`src/rtl/dpll_search_ctrl.sv`:
```
// Shared SAT-solver types plus the DPLL search sequencer.
// The sequencer keeps a stack of (formula, decision literal, tried) entries,
// drives an external simplifier over req/ack and backtracks on conflicts.

package common;
  localparam int number_literal     = 6;
  localparam int number_clauses     = 8;
  localparam int formula_stack_size = 5;

  localparam int LIT_NUM_W     = $clog2(number_literal + 1);
  localparam int CLAUSE_LEN_W  = $clog2(number_literal + 1);
  localparam int FORMULA_LEN_W = $clog2(number_clauses + 1);

  // val=1 means the positive literal x_num, val=0 means its negation
  typedef struct packed {
    logic [LIT_NUM_W-1:0] num;
    logic                 val;
  } lit;

  typedef struct packed {
    logic [CLAUSE_LEN_W-1:0] len;
    lit [number_literal-1:0] lits;
  } clause;

  typedef struct packed {
    logic [FORMULA_LEN_W-1:0]   len;
    clause [number_clauses-1:0] clauses;
  } formula;

  typedef formula formula_array [formula_stack_size];

  localparam formula zero_formula = '0;
endpackage

module dpll_search_ctrl
  import common::*;
#(
  parameter int STAT_W = 16
) (
  input  logic                    clk,
  input  logic                    rst,
  input  logic                    start,
  input  formula                  formula_in,
  output logic                    simp_req,
  output formula                  simp_formula,
  output lit                      simp_lit,
  input  logic                    simp_ack,
  input  formula                  simp_result,
  input  logic                    simp_conflict,
  output logic                    busy,
  output logic                    done,
  output logic                    sat,
  output logic                    err,
  output logic [number_literal:0] model_val,
  output logic [number_literal:0] model_set,
  output logic [STAT_W-1:0]       decisions
);

  localparam int SP_W = $clog2(formula_stack_size + 1);

  typedef enum logic [2:0] {
    S_IDLE,
    S_LOAD,
    S_DECIDE,
    S_REQ,
    S_WAIT,
    S_BACKTRACK,
    S_DONE
  } state_t;

  state_t          state;
  formula          cur;
  logic [SP_W-1:0] sp;
  formula_array    stack_f;
  lit              stack_l [formula_stack_size];
  logic            stack_t [formula_stack_size];

  logic                    cur_has_empty;
  logic [SP_W-1:0]         top_idx;
  lit                      cand;
  logic                    cand_bad;
  logic [number_literal:0] model_set_n;
  logic [number_literal:0] model_val_n;

  // Detect an empty clause among the live clauses of the current formula
  always_comb begin
    cur_has_empty = 1'b0;
    for (int i = 0; i < number_clauses; i++) begin
      if ((FORMULA_LEN_W'(i) < cur.len) && (cur.clauses[i].len == '0)) begin
        cur_has_empty = 1'b1;
      end
    end
  end

  // Top-of-stack index and the next decision candidate (first literal, tried true first)
  always_comb begin
    top_idx  = (sp == '0) ? '0 : sp - 1'b1;
    cand.num = cur.clauses[0].lits[0].num;
    cand.val = 1'b1;
    cand_bad = (cand.num == '0) || (cand.num > LIT_NUM_W'(number_literal));
  end

  // Model implied by the live stack entries; bit 0 never refers to a literal
  always_comb begin
    model_set_n = '0;
    model_val_n = '0;
    for (int k = 0; k < formula_stack_size; k++) begin
      if (SP_W'(k) < sp) begin
        model_set_n[stack_l[k].num] = 1'b1;
        model_val_n[stack_l[k].num] = stack_l[k].val;
      end
    end
    model_set_n[0] = 1'b0;
    model_val_n[0] = 1'b0;
  end

  // Search sequencer with all outputs registered; simp_req never depends on simp_ack combinationally
  always_ff @(posedge clk) begin
    if (rst) begin
      state        <= S_IDLE;
      cur          <= zero_formula;
      sp           <= '0;
      for (int k = 0; k < formula_stack_size; k++) begin
        stack_f[k] <= zero_formula;
        stack_l[k] <= '0;
        stack_t[k] <= 1'b0;
      end
      simp_req     <= 1'b0;
      simp_formula <= zero_formula;
      simp_lit     <= '0;
      busy         <= 1'b0;
      done         <= 1'b0;
      sat          <= 1'b0;
      err          <= 1'b0;
      model_val    <= '0;
      model_set    <= '0;
      decisions    <= '0;
    end else begin
      case (state)
        S_IDLE, S_DONE: begin
          if (start) begin
            cur       <= formula_in;
            sp        <= '0;
            decisions <= '0;
            model_val <= '0;
            model_set <= '0;
            sat       <= 1'b0;
            err       <= 1'b0;
            done      <= 1'b0;
            busy      <= 1'b1;
            state     <= S_LOAD;
          end
        end

        S_LOAD: begin
          if (cur.len == '0) begin
            state     <= S_DONE;
            done      <= 1'b1;
            busy      <= 1'b0;
            sat       <= 1'b1;
            model_set <= model_set_n;
            model_val <= model_val_n;
          end else if (cur_has_empty) begin
            state <= S_DONE;
            done  <= 1'b1;
            busy  <= 1'b0;
            sat   <= 1'b0;
          end else begin
            state <= S_DECIDE;
          end
        end

        S_DECIDE: begin
          if (cand_bad || (sp == SP_W'(formula_stack_size))) begin
            state <= S_DONE;
            done  <= 1'b1;
            busy  <= 1'b0;
            err   <= 1'b1;
            sat   <= 1'b0;
          end else begin
            stack_f[sp] <= cur;
            stack_l[sp] <= cand;
            stack_t[sp] <= 1'b0;
            sp          <= sp + 1'b1;
            state       <= S_REQ;
          end
        end

        S_REQ: begin
          simp_formula <= stack_f[top_idx];
          simp_lit     <= stack_l[top_idx];
          simp_req     <= 1'b1;
          if (decisions != '1) begin
            decisions <= decisions + 1'b1;
          end
          state <= S_WAIT;
        end

        S_WAIT: begin
          if (simp_ack) begin
            simp_req <= 1'b0;
            if (simp_conflict) begin
              state <= S_BACKTRACK;
            end else if (simp_result.len == '0) begin
              state     <= S_DONE;
              done      <= 1'b1;
              busy      <= 1'b0;
              sat       <= 1'b1;
              model_set <= model_set_n;
              model_val <= model_val_n;
            end else begin
              cur   <= simp_result;
              state <= S_LOAD;
            end
          end
        end

        S_BACKTRACK: begin
          if (sp == '0) begin
            state <= S_DONE;
            done  <= 1'b1;
            busy  <= 1'b0;
            sat   <= 1'b0;
          end else if (!stack_t[top_idx]) begin
            stack_t[top_idx]     <= 1'b1;
            stack_l[top_idx].val <= ~stack_l[top_idx].val;
            state                <= S_REQ;
          end else begin
            sp <= sp - 1'b1;
          end
        end

        default: begin
          state <= S_IDLE;
          busy  <= 1'b0;
          done  <= 1'b0;
        end
      endcase
    end
  end

endmodule

```
`config.mk`:
```
export PLATFORM = sky130hd
export DESIGN_NAME = dpll_search_ctrl
export DESIGN_NICKNAME = d
export VERILOG_FILES = /design/src/rtl/dpll_search_ctrl.sv
export SDC_FILE = /design/constraint.sdc
export NUM_CORES = 2
export LEC_CHECK = 0
export ABC_CLOCK_PERIOD_IN_PS = 30700
export BUFFER_PORTS_ARGS = -buffer_cell sky130_fd_sc_hd__buf_2
export CAP_MARGIN = 20
export CELL_PAD_IN_SITES_DETAIL_PLACEMENT = 1
export CELL_PAD_IN_SITES_GLOBAL_PLACEMENT = 2
export CORE_MARGIN = 10
export CORE_UTILIZATION = 44
export DETAILED_ROUTE_END_ITERATION = 6
export GPL_TIMING_DRIVEN = 1
export PLACE_DENSITY_LB_ADDON = 0.25
export SKIP_LAST_GASP = 1
export SYNTH_ARGS = -nofsm -noshare
export SYNTH_HDL_FRONTEND = slang
export SYNTH_SLANG_ARGS = --single-unit
export TNS_END_PERCENT = 5
```
`constraint.sdc`:
```
create_clock -name clk -period 30.7 [get_ports clk]
set_input_delay 6.14 -clock clk [delete_from_list [all_inputs] [get_ports clk]]
set_output_delay 6.14 -clock clk [all_outputs]
set_load 0.02 [all_outputs]
```
[Word level (Yosys, flattened, before mapping)]
Memory sizes are Yosys's and may differ from the RTL's. A register that Yosys moved wholly into a read port is not among the register bits.
Index checks and enable logic that the tools add are counted.
Operators by class
  $add $sub $neg: 3
  order comparisons: 24
  equal/unequal tests: 22
  muxes and demuxes: 116
  bitwise logic cells: 7
  reduce and logical (&&, ||, !) cells: 50
Operators by type and width (number)
  220-bit two-way mux: 5
  220-bit case mux with 2 select lines: 1
  220-bit OR reduction: 1
  7-bit two-way mux: 19
  3-bit two-way mux: 19
  1-bit two-way mux: 48
  7-bit case mux with 3 select lines: 2
  3-bit logical NOT: 11
  16-bit two-way mux: 2
  16-bit case mux with 2 select lines: 1
  7-bit bitwise mux: 4
  7-bit OR: 4
  2-bit inequality test (second input constant): 12
  3-bit by 4-bit less-than comparator with 1-bit output (second input constant): 5
  3-bit case mux with 6 select lines: 1
  16-bit by 1-bit adder with 16-bit output (second input constant): 1
  3-bit by 4-bit less-than comparator with 1-bit output (first input constant): 4
  16-bit inequality test (second input constant): 1
  8-bit AND reduction: 2
  1-bit demux with 3-bit select: 5
  3-bit by 1-bit greater-or-equal comparator with 1-bit output (second input constant): 5
  1-bit logical AND: 13
  3-bit equality test (second input constant): 4
  1-bit case mux with 6 select lines: 2
  30 further kinds: 50
Storage, ports and cells
  bits in registers: 265
  memory bits (writable): 1125
  input port bits: 445
  word-level logic and storage cells: 342
  memories: 3
Memory list
  stack_f: depth 5, bits a word 220, rd ports 1, clocked after memory_dff 1, write ports 5, line 74  | formula_array stack_f;
  stack_l: depth 5, bits a word 4, rd ports 6, clocked after memory_dff 0, write ports 5, line 75  | lit stack_l [formula_stack_size];
  stack_t: depth 5, bits a word 1, rd ports 1, clocked after memory_dff 0, write ports 5, line 76  | logic stack_t [formula_stack_size];

[Logic depth before layout (Yosys ltp)]
An unclocked memory read counts as a cell.
  depth after elaboration: 19
  gate-level depth with buffers: 13
  gate-level depth less buffers: 9

[Worst setup path before layout]
Ideal clock, no wire load.
  kind: input -> register
  start: in rst
  end: mem stack_f[0][0] (netlist bit) (enable)
  arrival time: 22.310 ns
  data required time: 29.595 ns
  path slack: 7.285 ns
  cell stages on the path: 7
  path through: inv_1 -> nand2b_1 -> clkbuf_1 -> o31ai_1 -> a21oi_1 -> clkbuf_1 -> o21ai_0
RTL lines
  start, declared: line 41  | input logic rst,
  end, declared: line 74

==> flow_metrics.py <==
metrics = {
    "place": {
        "place_ws_ns": 19.67,
        "numPortBuffers": 701,
        "hpwlAfterDp_um": 164000,
        "place_area_um2": 101000,
        "gp_congestion": 0.788,
        "place_inst": 9493,
    },
    "clock_network": {
        "cts_sinks": 2283,
        "cts_hold_buf": 0,
        "cts_made_buffers": 231,
        "cts.repair.resized": 0,
        "post-cts-setup-buffers": 0,
        "clockBufferDepth": 3,
        "cts.clk_slew.worst_paths_ns": 0.06,
        "h-tree-depth": 4,
        "clk_latency_ns": 0.88,
        "cts_tree": "yes",
        "cts_root_buffer": "clkbuf_16",
    },
    "synthesis": {
        "synth_ff_type": "edfxtp_1",
        "synthArstFlopShare": 0,
        "synth_edf_count": 1800,
        "synth_cells": 6352,
        "netlist_area_um2": 94800,
        "ys_seq_area_frac": 0.672,
        "synth_cell_type_count": 74,
        "synth_seq_cells": 2283,
        "syn_area_per_cell_um2": 14.9,
        "yosys_warnings": 0,
    },
    "critical_path": {
        "cp.arrival_ns": 10.53,
        "max_stage_delay_ns": 0.85,
        "crit_slowest_cell": "buf_4",
        "cp-end-kind": "flip-flop",
        "cp-start-kind": "input pin",
        "cp_num_buf_inv": 4,
        "crit_top_cell": "buf_4",
        "required_ns": 31.19,
        "crit_path_max_fanout": 128,
        "crit_chain": "buf_8 > inv_8 > nand2b_1 > o31ai_1 > a21oi_4 > o21ai_4 > buf_4 > buf_4",
        "critPathTopFamily": "buffers and inverters",
        "crit_type": "in -> reg",
    },
    "flow_run": {
        "timing.max_cap.violations": 0,
    },
    "final_layout": {
        "nFillCells": 20900,
        "syn_to_final_growth_pct": 14.4,
        "fin_util": 0.506,
        "drive_above_1_share": 0.231,
        "fin_area_um2": 108000,
        "fin_nets": 7342,
        "fin_cells": 9942,
    },
    "sta": {
        "hold_violations": 0,
        "fin_hold_ws_ns": 0.458,
        "period_share": 0.327,
        "fin_ws_ns": 20.66,
        "fin_crit_ns": 10.04,
        "maxSlewViolCount": 0,
        "timing.fmax_ghz": 0.0996,
        "setup_viol": 0,
        "finalClockSkew_ns": 0.0367,
        "maxSlewHeadroom": 0.212,
        "worst_pin_slew_ns": 1.18,
        "rsz0062_at_grt": "no",
        "finalSetupTns_ns": 0,
    },
    "pwr": {
        "power.total_mw": 8.90,
        "power_density_nw_per_um2": 82.1,
        "leakagePower_nw": 38.1,
        "vdd_drop_max_mv": 0.0707,
    },
    "global_routing": {
        "track_usage": 0.231,
        "grt_first_pass_wirelength_um": 412000,
        "grt_max_degree": 161,
        "antenna_found_initial": 15,
        "grt_pass1_vias": 61700,
        "grt-ovfl-total": 0,
    },
    "detailed_routing": {
        "wire_per_inst_um": 27.9,
        "wirelength_um": 277000,
        "drc": 0,
        "drtPass1Iterations": 6,
        "via_count": 57500,
        "postRouteAntennaNets": 0,
        "drt-initial-drc-count": 4572,
        "viasPerCell": 5.78,
    },
    "die": {
        "io_pins": 704,
        "core_um2": 214000,
        "start_util": 0.442,
        "die_h_um": 484,
        "chipWidth_um": 484,
        "dieArea_um2": 234000,
        "row_count": 170,
    },
    "min_path": {
        "holdCritPathClass": "reg -> reg",
    },
    "status": {
        "status": "complete, no violations",
    },
}
## tightest hold or removal path: stages, from the launching register on
cell	delay (ns)
dfxtp_1	0.31
nand2_1	0.05
a21oi_1	0.05
## report_power, final
group / internal, mW / switching (mW)
clock: 1.60 / 1.22
sequential: 3.66 / 0.412
combinational: 0.886 / 1.12
## layout by cell type, fill, tap and decap left out, types with 6 or more instances in the layout
cell type / instances
clkinvlp_4: 7
xnor2_1: 11
nor2_1: 267
nor2b_1: 9
mux2i_1: 225
a21oi_1: 37
clkbuf_8: 25
nand4_1: 11
clkinv_2: 42
or2_2: 7
bufinv_16: 15
a211oi_1: 229
mux4_2: 449
o31ai_1: 13
buf_2: 701
a31oi_1: 227
nand2b_1: 8
clkbuf_1: 68
clkinv_1: 37
nand2_1: 481
nand3_1: 21
edfxtp_1: 1800
o21ai_0: 259
and3_1: 6
buf_4: 95
or3_1: 8
nor4_1: 12
clkbuf_16: 236
buf_12: 12
inv_1: 19
nor3_1: 49
nor3b_1: 221
dfxtp_1: 483
and2_1: 875
## cells by family (layout without fill, tap and decap cells)
kind of cell / after synthesis / count (layout) / share of synthesized area
fa+ha+maj: 6 / 6 / 0.000792
simple gates: 2019 / 2019 / 0.117
mux: 677 / 677 / 0.131
flops: 2283 / 2283 / 0.672
xor+xnor: 11 / 11 / 0.00102
compound gates: 829 / 829 / 0.0555
other cells: 1 / 6 / 0.0000396
buf+inv: 526 / 1273 / 0.0228
## cell usage after synthesis, types with 6 or more instances
| master | number | area, um^2 |
|---|---|---|
| ha_1 | 6 | 75.1 |
| inv_1 | 21 | 78.8 |
| nand4_1 | 11 | 68.8 |
| nor4_1 | 13 | 81.3 |
| edfxtp_1 | 1800 | 54100 |
| nor3b_1 | 222 | 1670 |
| a21oi_1 | 38 | 190 |
| nor2_1 | 269 | 1010 |
| dfxtp_1 | 483 | 9670 |
| a31oi_1 | 227 | 1420 |
| a211oi_1 | 229 | 1720 |
| clkbuf_1 | 321 | 1200 |
| nand3_1 | 21 | 105 |
| nand2b_1 | 8 | 50.1 |
| and2_1 | 875 | 5470 |
| nor2b_1 | 9 | 56.3 |
| mux2i_1 | 225 | 2250 |
| nor3_1 | 50 | 250 |
| nand2_1 | 481 | 1810 |
| or3_1 | 8 | 50.1 |
| o31ai_1 | 13 | 97.6 |
| buf_2 | 99 | 495 |
| o21ai_0 | 263 | 1320 |
| or2_2 | 9 | 56.3 |
| and3_1 | 6 | 37.5 |
| clkbuf_2 | 38 | 190 |
| xnor2_1 | 11 | 96.3 |
| buf_1 | 42 | 158 |
| mux4_2 | 449 | 10100 |
## cell type report
type,count,area (um^2),area share
sequential,2283,63700,0.588
multi-input combinational,3544,29000,0.268
inverter,21,93.8,0.000865
tap,2838,3550,0.0327
clock inverter,113,1060,0.00978
timing repair buffer,810,4480,0.0413
clock buffer,329,6500,0.0600
antenna,4,10.0,0.0000923
## flip-flops by register name, summed over array words and instances (netlist names), 3 cells and up
name and cells:
stack_l 32, cur 217, model_val 6, simp_formula 220, decisions 16, cand 3, model_set 6, state 3
stack_t 8, simp_lit 4, sp 3, stack_f 1760
## worst paths after layout
| path | end | cells past startpoint | slack [ns] | startpoint |
|---|---|---|---|---|
| setup reg to reg | stack_f[0][83] | 11 | 23.40 | sp[0] |
| hold reg to reg | model_set[2] | 2 | 0.46 | model_set[2] |
| hold / removal | model_set[2] | 2 | 0.46 | model_set[2] |
| setup / recovery | stack_f[0][91] | 8 | 20.66 | rst |
## layer usage
layer / track usage / wire [um]
met1: 0.315 / 120000
met5: 0 / 21
met4: 0.0544 / 5790
met3: 0.0385 / 15700
met2: 0.387 / 135000
Note: power is estimated with default switching activity, not from simulation.
